## config.mk

```make
export PLATFORM = sky130hd
export DESIGN_NAME = prog_loader
export DESIGN_NICKNAME = d
export VERILOG_FILES = /design/src/rtl/prog_loader.sv
export SDC_FILE = /design/constraint.sdc
export NUM_CORES = 1
export LEC_CHECK = 0
export ABC_AREA = 1
export CAP_MARGIN = 20
export CORE_MARGIN = 2
export CORE_UTILIZATION = 46
export CTS_CLUSTER_DIAMETER = 200
export DETAILED_ROUTE_END_ITERATION = 16
export PLACE_DENSITY_LB_ADDON = 0.3
export SETUP_SLACK_MARGIN = 0.5
export SLEW_MARGIN = 5
export SYNTH_ARGS = -nofsm -noshare
export SYNTH_HDL_FRONTEND = slang
export SYNTH_SLANG_ARGS = --single-unit
```

## constraint.sdc

```tcl
create_clock -name clk -period 5.4 [get_ports clk]
set_clock_uncertainty 0.15 [all_clocks]
set_input_delay 1.08 -clock clk [delete_from_list [all_inputs] [get_ports clk]]
set_output_delay 1.08 -clock clk [all_outputs]
set_load 0.05 [all_outputs]
```

## src/rtl/prog_loader.sv

```systemverilog
// ---------------------------------------------------------------------------
// prog_loader
//   Fills program/data memory from a byte stream while the CPU core is held
//   in reset. It then reads the written region back, compares an XOR
//   checksum of the read data with one taken on the way in, and releases the
//   core only when the two match.
//
// Ports
//   clk          system clock, rising edge
//   reset_n      asynchronous active-low reset
//   start        single-cycle load request (honoured in IDLE/DONE only)
//   start_addr   first address to write (captured on start)
//   length       number of bytes to load (captured on start)
//   s_valid      stream byte valid
//   s_data       stream byte
//   s_ready      loader accepts a byte (WRITE state)
//   mem_we       memory write enable (valid & ready)
//   mem_addr     memory address
//   mem_din      memory write data
//   mem_dout     memory read data, one cycle after the address
//   busy         WRITE / VERIFY / CHECK
//   done         DONE state
//   error        verify mismatch, meaningful while done=1
//   checksum     XOR of every accepted byte
//   cpu_reset_n  core reset, released only in DONE without error
// ---------------------------------------------------------------------------
module prog_loader #(
    parameter int ADDR_WIDTH = 16,
    parameter int DATA_WIDTH = 8
) (
    input  logic                  clk,
    input  logic                  reset_n,
    input  logic                  start,
    input  logic [ADDR_WIDTH-1:0] start_addr,
    input  logic [ADDR_WIDTH-1:0] length,
    input  logic                  s_valid,
    input  logic [DATA_WIDTH-1:0] s_data,
    output logic                  s_ready,
    output logic                  mem_we,
    output logic [ADDR_WIDTH-1:0] mem_addr,
    output logic [DATA_WIDTH-1:0] mem_din,
    input  logic [DATA_WIDTH-1:0] mem_dout,
    output logic                  busy,
    output logic                  done,
    output logic                  error,
    output logic [DATA_WIDTH-1:0] checksum,
    output logic                  cpu_reset_n
);

    typedef enum logic [2:0] {
        S_IDLE   = 3'd0,
        S_WRITE  = 3'd1,
        S_VERIFY = 3'd2,
        S_CHECK  = 3'd3,
        S_DONE   = 3'd4
    } state_t;

    state_t                r_state;
    state_t                w_state_nxt;

    logic [ADDR_WIDTH-1:0] r_base;     // captured start_addr, reused for verify
    logic [ADDR_WIDTH-1:0] r_len;      // captured length, reused for verify
    logic [ADDR_WIDTH-1:0] r_ptr;
    logic [ADDR_WIDTH-1:0] r_rem;      // bytes still to write / addresses still to issue
    logic [DATA_WIDTH-1:0] r_checksum;
    logic [DATA_WIDTH-1:0] r_vsum;
    logic                  r_rd_vld;   // a read was issued last cycle; fold mem_dout now
    logic                  r_error;

    logic                  w_start;
    logic                  w_hs;
    logic                  w_last_wr;
    logic                  w_issue;

    assign w_start   = start && ((r_state == S_IDLE) || (r_state == S_DONE));
    assign w_hs      = (r_state == S_WRITE) && s_valid;
    assign w_last_wr = w_hs && (r_rem == ADDR_WIDTH'(1));
    // In VERIFY, r_rem counts addresses not yet issued; the cycle with
    // r_rem==0 exists only to fold the final read.
    assign w_issue   = (r_state == S_VERIFY) && (r_rem != '0);

    // -----------------------------------------------------------------------
    // State register
    // -----------------------------------------------------------------------
    always_ff @(posedge clk or negedge reset_n) begin
        if (!reset_n) begin
            r_state <= S_IDLE;
        end else begin
            r_state <= w_state_nxt;
        end
    end

    // -----------------------------------------------------------------------
    // Next-state and outputs
    // -----------------------------------------------------------------------
    always_comb begin
        w_state_nxt = r_state;
        s_ready     = 1'b0;
        mem_we      = 1'b0;
        mem_addr    = '0;
        mem_din     = '0;
        busy        = 1'b0;
        done        = 1'b0;
        cpu_reset_n = 1'b0;

        unique case (r_state)
            S_IDLE: begin
                if (start) begin
                    w_state_nxt = (length != '0) ? S_WRITE : S_DONE;
                end
            end
            S_WRITE: begin
                busy     = 1'b1;
                s_ready  = 1'b1;
                mem_we   = s_valid;
                mem_addr = r_ptr;
                mem_din  = s_data;
                if (w_last_wr) begin
                    w_state_nxt = S_VERIFY;
                end
            end
            S_VERIFY: begin
                busy     = 1'b1;
                mem_addr = r_ptr;
                if (r_rem == '0) begin
                    w_state_nxt = S_CHECK;
                end
            end
            S_CHECK: begin
                busy        = 1'b1;
                w_state_nxt = S_DONE;
            end
            S_DONE: begin
                done        = 1'b1;
                cpu_reset_n = ~r_error;
                if (start) begin
                    w_state_nxt = (length != '0) ? S_WRITE : S_DONE;
                end
            end
            default: begin
                w_state_nxt = S_IDLE;
            end
        endcase
    end

    // -----------------------------------------------------------------------
    // Datapath: pointers, counters, checksums
    // -----------------------------------------------------------------------
    always_ff @(posedge clk or negedge reset_n) begin
        if (!reset_n) begin
            r_base     <= '0;
            r_len      <= '0;
            r_ptr      <= '0;
            r_rem      <= '0;
            r_checksum <= '0;
            r_vsum     <= '0;
            r_rd_vld   <= 1'b0;
            r_error    <= 1'b0;
        end else if (w_start) begin
            r_base     <= start_addr;
            r_len      <= length;
            r_ptr      <= start_addr;
            r_rem      <= length;
            r_checksum <= '0;
            r_vsum     <= '0;
            r_rd_vld   <= 1'b0;
            r_error    <= 1'b0;
        end else begin
            if (w_hs) begin
                r_checksum <= r_checksum ^ s_data;
                if (w_last_wr) begin
                    // Rewind for the read-back pass.
                    r_ptr <= r_base;
                    r_rem <= r_len;
                end else begin
                    r_ptr <= r_ptr + ADDR_WIDTH'(1);
                    r_rem <= r_rem - ADDR_WIDTH'(1);
                end
            end

            if (r_state == S_VERIFY) begin
                r_rd_vld <= w_issue;
                if (r_rd_vld) begin
                    r_vsum <= r_vsum ^ mem_dout;
                end
                if (w_issue) begin
                    r_ptr <= r_ptr + ADDR_WIDTH'(1);
                    r_rem <= r_rem - ADDR_WIDTH'(1);
                end
            end

            if (r_state == S_CHECK) begin
                r_error <= (r_vsum != r_checksum);
            end
        end
    end

    assign error    = r_error;
    assign checksum = r_checksum;

endmodule
```

==> out/qor.yml <==
logic_synthesis:
  syn_inst: 824
  ys_seq_area_share_pct: 38.3
  synth-seq-cells: 85
  syn-cell-area_um2: 5550
  syn_nets: 879
  ys_warn_count: 0
  synth_cell_types: 34
  syn_area_per_cell_um2: 6.73
floorplan:
  fp.dieH_um: 114
  num_rows: 40
  pin_count: 90
  die_w_um: 114
  start_util_pct: 46.6
  die-area_um2: 13000
  coreArea_um2: 11900
cts:
  cts_resized: 0
  cts-buffers-inserted: 9
  cts_tree: "yes"
  ctsHoldBuffers: 0
  postCtsSetupRepairBufs: 0
  h-tree-depth: 3
  cts.sinks: 85
  cts-root-buf: "clkbuf_16"
  clockBufferDepth: 2
  clk_latency_ns: 0.35
  clk_pin_slew_ns: 0.06
routing:
  drt_iter0_markers: 338
  drt_pre_antenna_iters: 5
  drt-wirelength-per-cell_um: 13.2
  drc_errors: 0
  postRouteAntennaNets: 0
  num_vias: 5352
  viasPerCell: 5.10
  wl_mm: 13.9
finish:
  syn_to_final_growth_pct: 22.6
  drive_gt1_share_pct: 6.53
  multi_input_area_um2: 2880
  nets: 953
  diodes: 0
  fin_area_um2: 6800
  finish.utilization_pct: 57.1
  register_area_um2: 2130
  fill_cells: 1154
timing:
  relSlewSlack_pct: 47.7
  rsz0062_at_grt: "false"
  setup_viol: 0
  setup_slack_ns: 1.13
  tightest_slew_ns: 0.782
  report.final.slew_viol_count: 0
  setup_tns_ns: 0
  fin_crit_sh_pct: 79.1
  fmax_mhz: 234
  fin_crit_ns: 4.27
  final_hold_viol_count: 0
pwr:
  p_comb_share_pct: 58.1
  p_seq_share_pct: 27.7
  p_sw_uw: 2190
  p_leak_uw: 0.00343
  clock_power_share_pct: 14.2
  finalPower_uw: 4360
  vdd_ir_drop_max_mv: 0.558
  p_int_uw: 2180
  power_density_nw_per_um2: 642
  netSwitchingFraction_pct: 50.1
status:
  run_status: "finished clean"
global_route:
  antenna_found_initial: 0
  grt_pass1_wl_mm: 23.9
  gr-total-overflow: 0
  grt_pass1_vias: 5123
  grt_max_degree: 77
  grt.total_usage_pct: 22.9
critical_path:
  crit_start: "s_valid"
  r2r_cells: 10
  critPathSlowestCell: "clkdlybuf4s50_1"
  critPathMaxStageDelay_ns: 0.88
  cp-end-kind: "output port"
  critPathLaunchType: "input pin"
  crit_cells: 4
  r2r_start: "r_rem[7]"
  worstPathMaxFanout: 10
  worstPathArrival_ns: 3.04
  crit_family: "buffers and inverters"
  reg2reg_slack_ns: 2.53
  critPathBufInv: 3
  rr_endpoint: "r_rem[5]"
  critPathKind: "input pin to output port"
  path_common_cell: "clkdlybuf4s50_1"
  crit_required_ns: 4.17
  crit_chain: "clkdlybuf4s50_1 -> inv_1 -> nor2_4 -> clkdlybuf4s50_1"
  crit_end: "mem_we"
place:
  gp_congestion: 0.869
  io_buffers: 89
  placed_cell_area_um2: 6490
  dp_slack_ns: 1.14
  place_hpwl_mm: 9.40
min_path:
  min_path_type: "flip-flop to flip-flop"
flow_run:
  cap_viol_max_count: 0
[flip-flops by register name, indices dropped and copies added, names as in the netlist]
signal,flops
error,1
checksum,8
r_vsum,8
r_rd_vld,1
r_base,16
r_state,3
r_len,16
r_rem,16
r_ptr,16
[cells in the final DEF, fill, tap and decap left out, drive strengths merged]
| master | instances |
|---|---|
| nand2 | 301 |
| nor2 | 106 |
| inv | 103 |
| clkdlybuf4s50 | 88 |
| dfrtp | 85 |
| o21ai | 49 |
| a21oi | 36 |
| nand3 | 32 |
| a31oi | 22 |
| xor2 | 13 |
| clkbuf | 11 |
| nand4 | 10 |
| nor3 | 10 |
| nor3b | 8 |
| nand3b | 6 |
| o22ai | 5 |
| buf | 5 |
| clkinv | 4 |
| xnor2 | 3 |
| ha | 3 |
| o211ai | 1 |
| o21bai | 1 |
| bufinv | 1 |
[power groups by stage]
stage	registers [uW]	logic, uW	clock network [uW]
after detailed placement	1210	2520	0
after floorplan	1250	1830	0
final	1210	2530	621
after global placement	1210	2480	0
after CTS	1200	2540	629
after global routing	1250	2850	651
[worst min-delay path by stage]
stage / from / endpoint / slack [ns] / cells past startpoint
after floorplan: r_len[5] / r_len[5] / 0.29 / 2
after global placement: r_len[8] / r_len[8] / 0.30 / 2
after detailed placement: r_base[0] / r_base[0] / 0.31 / 2
after CTS: r_base[0] / r_base[0] / 0.32 / 2
after global routing: r_base[0] / r_base[0] / 0.34 / 2
final: r_base[0] / r_base[0] / 0.32 / 2
[cells by family (layout without fill, tap and decap cells)]
family | after synthesis | in the layout | synth area share [%]
flip-flops | 85 | 85 | 38.3
buffers and inverters | 133 | 212 | 9.90
AO/OA/AOI/OAI | 114 | 114 | 12.4
XOR/XNOR | 16 | 16 | 2.53
adder cells (fa/ha/maj) | 3 | 3 | 0.677
AND/OR/NAND/NOR | 473 | 473 | 36.2
[stage by stage]
step           std cells  hold WS, ns
6_report            1050        0.322
5_1_grt             1050        0.344
4_1_cts             1049        0.324
3_5_place_dp        1033        0.309
3_3_place_gp        1033        0.304
2_1_floorplan        824        0.292
[cell usage after synthesis (all sizes together)]
| master | number | area (um^2) |
|---|---|---|
| o21ai | 49 | 245 |
| inv | 103 | 389 |
| xor2 | 13 | 114 |
| o21bai | 1 | 7.51 |
| ha | 3 | 37.5 |
| xnor2 | 3 | 26.3 |
| nand3 | 32 | 185 |
| dfrtp | 85 | 2130 |
| a31oi | 22 | 138 |
| a21oi | 36 | 259 |
| clkbuf | 10 | 38.8 |
| o211ai | 1 | 7.51 |
| nor3b | 8 | 60.1 |
| nand4 | 10 | 62.6 |
| buf | 20 | 121 |
| nand2 | 301 | 1160 |
| nor2 | 106 | 444 |
| nor3 | 10 | 50.1 |
| nand3b | 6 | 45.0 |
| o22ai | 5 | 31.3 |
[area by class of cell]
type,instances,area share (%)
Inverter,103,5.72
Tap cell,147,2.70
Clock buffer,11,3.57
Multi-Input combinational cell,606,42.3
Timing Repair Buffer,93,13.7
Clock inverter,5,0.736
Sequential cell,85,31.3
[worst register-to-register path: stages (launching register included)]
cell     delay, ns
dfrtp_1       0.43
nor2_1        0.16
nand2_1       0.15
nor2_4        0.63
nand3_4       0.50
nand2_1       0.29
nand2_2       0.17
nand2_1       0.11
nand2_1       0.06
nand2_1       0.06
nand2_1       0.06
[metal layers]
metal / vias up / GRT usage [%] / wire (um)
li1: 2736 / - / -
met1: 2457 / 30.9 / 6540
met2: 148 / 37.1 / 6470
met3: 11 / 5.53 / 747
met4: 0 / 6.02 / 142
met5: - / 0 / 0
(Power assumes the default switching activity.)
